## config.mk

```make
export PLATFORM = sky130hd
export DESIGN_NAME = oam_dma_engine
export DESIGN_NICKNAME = d
export VERILOG_FILES = /design/src/rtl/oam_dma_engine.sv
export SDC_FILE = /design/constraint.sdc
export NUM_CORES = 1
export LEC_CHECK = 0
export ABC_CLOCK_PERIOD_IN_PS = 2300
export BUFFER_PORTS_ARGS = -buffer_cell sky130_fd_sc_hd__buf_2
export CORE_ASPECT_RATIO = 1.75
export CORE_UTILIZATION = 25
export DETAILED_ROUTE_END_ITERATION = 8
export PLACE_DENSITY = 0.5
export SKIP_CTS_REPAIR_TIMING = 1
export SLEW_MARGIN = 0
export SYNTH_ARGS = -nofsm -noshare
export SYNTH_HDL_FRONTEND = slang
export SYNTH_SLANG_ARGS = --single-unit
```

## constraint.sdc

```tcl
create_clock -name clk_in -period 2.3 [get_ports clk_in]
set_clock_uncertainty 0.2 [all_clocks]
set_input_delay 0.115 -clock clk_in [delete_from_list [all_inputs] [get_ports clk_in]]
set_output_delay 0.115 -clock clk_in [all_outputs]
set_load 0.03 [all_outputs]
```

## src/rtl/oam_dma_engine.sv

```systemverilog
// OAM DMA controller: copies XFER_LEN bytes from {page,8'h00} into OAM, one byte per M-cycle.
// Optional feature: define DMA_SRC_MIRROR_EN to map source pages 0xE0..0xFF onto 0xC0..0xDF.
module oam_dma_engine #(
  parameter int unsigned XFER_LEN    = 160,
  parameter int unsigned START_DELAY = 1
) (
  input  logic        clk_in,
  input  logic        rst_in,
  input  logic        mclock_in,
  input  logic        reg_wr_in,
  input  logic [7:0]  reg_data_in,
  output logic [7:0]  dma_reg_out,
  output logic        busy_out,
  output logic        active_out,
  output logic        src_rd_out,
  output logic [15:0] src_addr_out,
  input  logic [7:0]  src_data_in,
  output logic        oam_wr_out,
  output logic [7:0]  oam_addr_out,
  output logic [7:0]  oam_data_out
);

  typedef enum logic [1:0] {StIdle, StStart, StXfer} state_e;

  localparam logic [7:0] LastIdx  = 8'(XFER_LEN - 1);
  localparam int unsigned LastDlyI = (START_DELAY == 0) ? 0 : START_DELAY - 1;
  localparam logic [1:0] LastDly  = 2'(LastDlyI);
  // With no start delay a write goes straight to the copy phase.
  localparam state_e     EntrySt  = (START_DELAY == 0) ? StXfer : StStart;

  state_e      state_q, state_d;
  logic [7:0]  page_q, page_d;
  logic [7:0]  dma_reg_q, dma_reg_d;
  logic [7:0]  idx_q, idx_d;
  logic [1:0]  dcnt_q, dcnt_d;
  logic        oam_wr_q, oam_wr_d;
  logic [7:0]  oam_addr_q, oam_addr_d;
  logic [7:0]  oam_data_q, oam_data_d;
  logic [7:0]  page_eff;

`ifdef DMA_SRC_MIRROR_EN
  assign page_eff = (page_q >= 8'hE0) ? (page_q - 8'h20) : page_q;
`else
  assign page_eff = page_q;
`endif

  always_ff @(posedge clk_in or negedge rst_in) begin
    if (!rst_in) begin
      state_q    <= StIdle;
      page_q     <= 8'h00;
      dma_reg_q  <= 8'h00;
      idx_q      <= 8'h00;
      dcnt_q     <= 2'd0;
      oam_wr_q   <= 1'b0;
      oam_addr_q <= 8'h00;
      oam_data_q <= 8'h00;
    end else begin
      state_q    <= state_d;
      page_q     <= page_d;
      dma_reg_q  <= dma_reg_d;
      idx_q      <= idx_d;
      dcnt_q     <= dcnt_d;
      oam_wr_q   <= oam_wr_d;
      oam_addr_q <= oam_addr_d;
      oam_data_q <= oam_data_d;
    end
  end

  always_comb begin
    state_d    = state_q;
    page_d     = page_q;
    dma_reg_d  = dma_reg_q;
    idx_d      = idx_q;
    dcnt_d     = dcnt_q;
    oam_wr_d   = 1'b0;
    oam_addr_d = oam_addr_q;
    oam_data_d = oam_data_q;
    // A register write (re)starts the transfer in any state and beats a coincident tick.
    if (reg_wr_in) begin
      page_d    = reg_data_in;
      dma_reg_d = reg_data_in;
      idx_d     = 8'h00;
      dcnt_d    = 2'd0;
      state_d   = EntrySt;
    end else begin
      unique case (state_q)
        StStart: begin
          if (mclock_in) begin
            dcnt_d = dcnt_q + 2'd1;
            if (dcnt_q == LastDly) begin
              state_d = StXfer;
            end
          end
        end
        StXfer: begin
          if (mclock_in) begin
            oam_wr_d   = 1'b1;
            oam_addr_d = idx_q;
            oam_data_d = src_data_in;
            if (idx_q == LastIdx) begin
              idx_d   = 8'h00;
              state_d = StIdle;
            end else begin
              idx_d = idx_q + 8'd1;
            end
          end
        end
        default: ;
      endcase
    end
  end

  assign dma_reg_out  = dma_reg_q;
  assign busy_out     = (state_q != StIdle);
  assign active_out   = (state_q == StXfer);
  assign src_rd_out   = active_out;
  assign src_addr_out = active_out ? {page_eff, idx_q} : 16'h0000;
  assign oam_wr_out   = oam_wr_q;
  assign oam_addr_out = oam_addr_q;
  assign oam_data_out = oam_data_q;

endmodule

```

==> metrics <==
starting density of the core 25.76%; critical path type flop to output port; classification of the worst-slack hold path input pin to flop; CP required 1.99 ns; Synth cell types 30; gpl congestion 0.7132; Synth Net Count 157; Clock Tree Buf Depth 2; Mapped Area 1672 µm²; critical path peak fanout 15; share of layout cells above drive strength 1 46.36%; CP cell instances nor2b_1 > buf_4 > and2_1 > buf_2; fmax 0.5640 GHz; period utilisation layout 77.09%; # diodes 0; FFs w/ async S/R, synth 100.0%; synth cell count leaders dfrtp_1, mux2_2, and2_1, nand2_1, nor2_1; first-pass GRT wire length 6375 µm; total track usage 11.96%; main flop type after synthesis dfrtp_1; Seq/Total Area, Yosys 55.39%; Clock Pin Slew Worst Setup and Hold Paths 0.06 ns; synthesized area per cell 12.38 µm²; die area 7030 µm²; clk sink count 37; H-tree depth 2; RSZ-0062 raised after global routing false; GR Overflow Total 0; Max Cap Viol 0; Power Dens Cells 776.2 nW/µm²; core box area 6490 µm²; Crit-path slowest cell dfrtp_1; Critical Path Sink Type output port; Final Critical Period 1.773 ns; Critical Path AT 1.46 ns; Hold Fails Final Rpt 0; clock root buffer clkbuf_16; vias post-DR 1294; Yosys reg bits 37; maximum vdd drop 0.4195 mV; drc violations 0; Layout Cell Area excl Fill 2392 µm²; Ys Warns 0; WP buf/inv 2; CTS tree built; most common cell in the synthesized netlist dfrtp_1; pin count of the biggest net entering global routing 38; CP top delay family flip-flops; # rows 39; wire per inst 13.02 µm; Slew Limit Fails 0; Area Overhead vs Synth 43.11%; Synth area leaders dfrtp_1, mux2_2, and2_1; nets 241; vias in the first global route 1298; Post-DP Area 2083 µm²; Post-synth EDFFs 0; final setup fails 0; proportion of netlist area held by the largest area contributor 55.39%; Worst path max stage delay 0.43 ns; clock buffers created by TritonCTS 5; Max-slew headroom 44.16%; Mapped Cells 135; DPL Wire Length 2786 µm; TritonRoute pass-1 iters 4; Worst Setup Start Kind flop; initial antenna violation count 0; DIE WIDTH 63.81 µm; Ports 64; worst-margin pin slew 0.8375 ns; status complete, no violations; total power 1.857 mW; vias per inst 4.285; Die Y-Extent 110.2 µm; final WL 3933 µm; cell taking the most area after synthesis dfrtp_1; PortBufs 63; worst skew pair latency 0.28 ns; Iteration-0 DRC Markers 18; antenna-violating nets left 0; leakage 1.231 nW; setup_tns 0 ns
power by group:
group	internal (mW)	leakage (nW)	switching, mW	total, mW
sequential	0.730	0.483	0.0428	0.773
combinational	0.168	0.678	0.269	0.436
clock	0.397	0.0706	0.250	0.648
total	1.30	1.23	0.562	1.86
metal layers:
| metal | vias up | wire [µm] | share of wire, % | GRT usage, % |
|---|---|---|---|---|
| met5 | - | 0 | 0 | 0 |
| met4 | 0 | 58 | 1.5 | 5.844 |
| met3 | 4 | 139 | 3.5 | 2.675 |
| met2 | 28 | 2101 | 53 | 21.28 |
| met1 | 628 | 1633 | 42 | 13.29 |
| li1 | 634 | - | - | - |
final timing paths:
check,startpoint,to,slack (ns),depth (start not counted)
max in group asynchronous,rst_in,oam_data_out[3],1.09,2
min,mclock_in,state_q[1],0.06,4
min reg2reg,oam_data_out[3],oam_data_out[3],0.30,1
min in group asynchronous,rst_in,oam_addr_out[3],0.28,2
max,state_q[0],src_addr_out[5],0.53,4
max reg2reg,state_q[0],idx_q[7],0.56,5
metrics by stage:
step / setup WS, ns / hold WS (ns) / utilization (%) / std cells
after detailed placement: 0.5853 / 0.08469 / 32.10 / 277
after global placement: 0.6098 / 0.07678 / 32.10 / 277
final: 0.5268 / 0.06156 / 36.86 / 302
after CTS: 0.4969 / -0.2058 / 34.24 / 285
after floorplan: 0.5438 / -0.3806 / - / 135
after global routing: 0.4199 / 0.09603 / 36.86 / 302
worst reg2reg max path: stages, from the launching register on:
cell	delay, ns
dfrtp_1	0.43
and4bb_1	0.31
buf_4	0.19
a21boi_4	0.27
o21ai_1	0.10
a31oi_1	0.16
kinds of logic after synthesis:
| kind of cell | synth area share [%] |
|---|---|
| buffers and inverters | 3.069 |
| and+or+nand+nor | 14.52 |
| xor gates and xnor gates | 2.096 |
| muxes | 16.84 |
| DFF | 55.39 |
| AOI/OAI and AO/OA | 6.587 |
| adders and majority gates | 1.497 |
state kept, by name, indices dropped and copies added, names as in the netlist:
register / count
dcnt_q: 2
dma_reg_out: 8
idx_q: 8
oam_addr_out: 8
oam_data_out: 8
oam_wr_out: 1
state_q: 2
cell usage in the layout, fill, tap and decap left out, types with 4 or more instances in the layout:
master	count
mux2_2	25
dfrtp_1	37
and2_1	17
dlygate4sd3_1	17
buf_4	5
buf_2	63
nand2_1	5
a21oi_1	4
nor2_1	5
clkbuf_16	5
nand3_1	4
layout make-up:
type	count	area, µm²
fillers	674	4098
flip-flops and latches	37	925.9
multi-input cells	88	694.4
repair buffers	85	523.0
clock buffers	6	128.9
well taps	82	102.6
clock inverters	2	10.01
inverters	2	7.507
No activity file was read; power rests on OpenSTA's default activity.
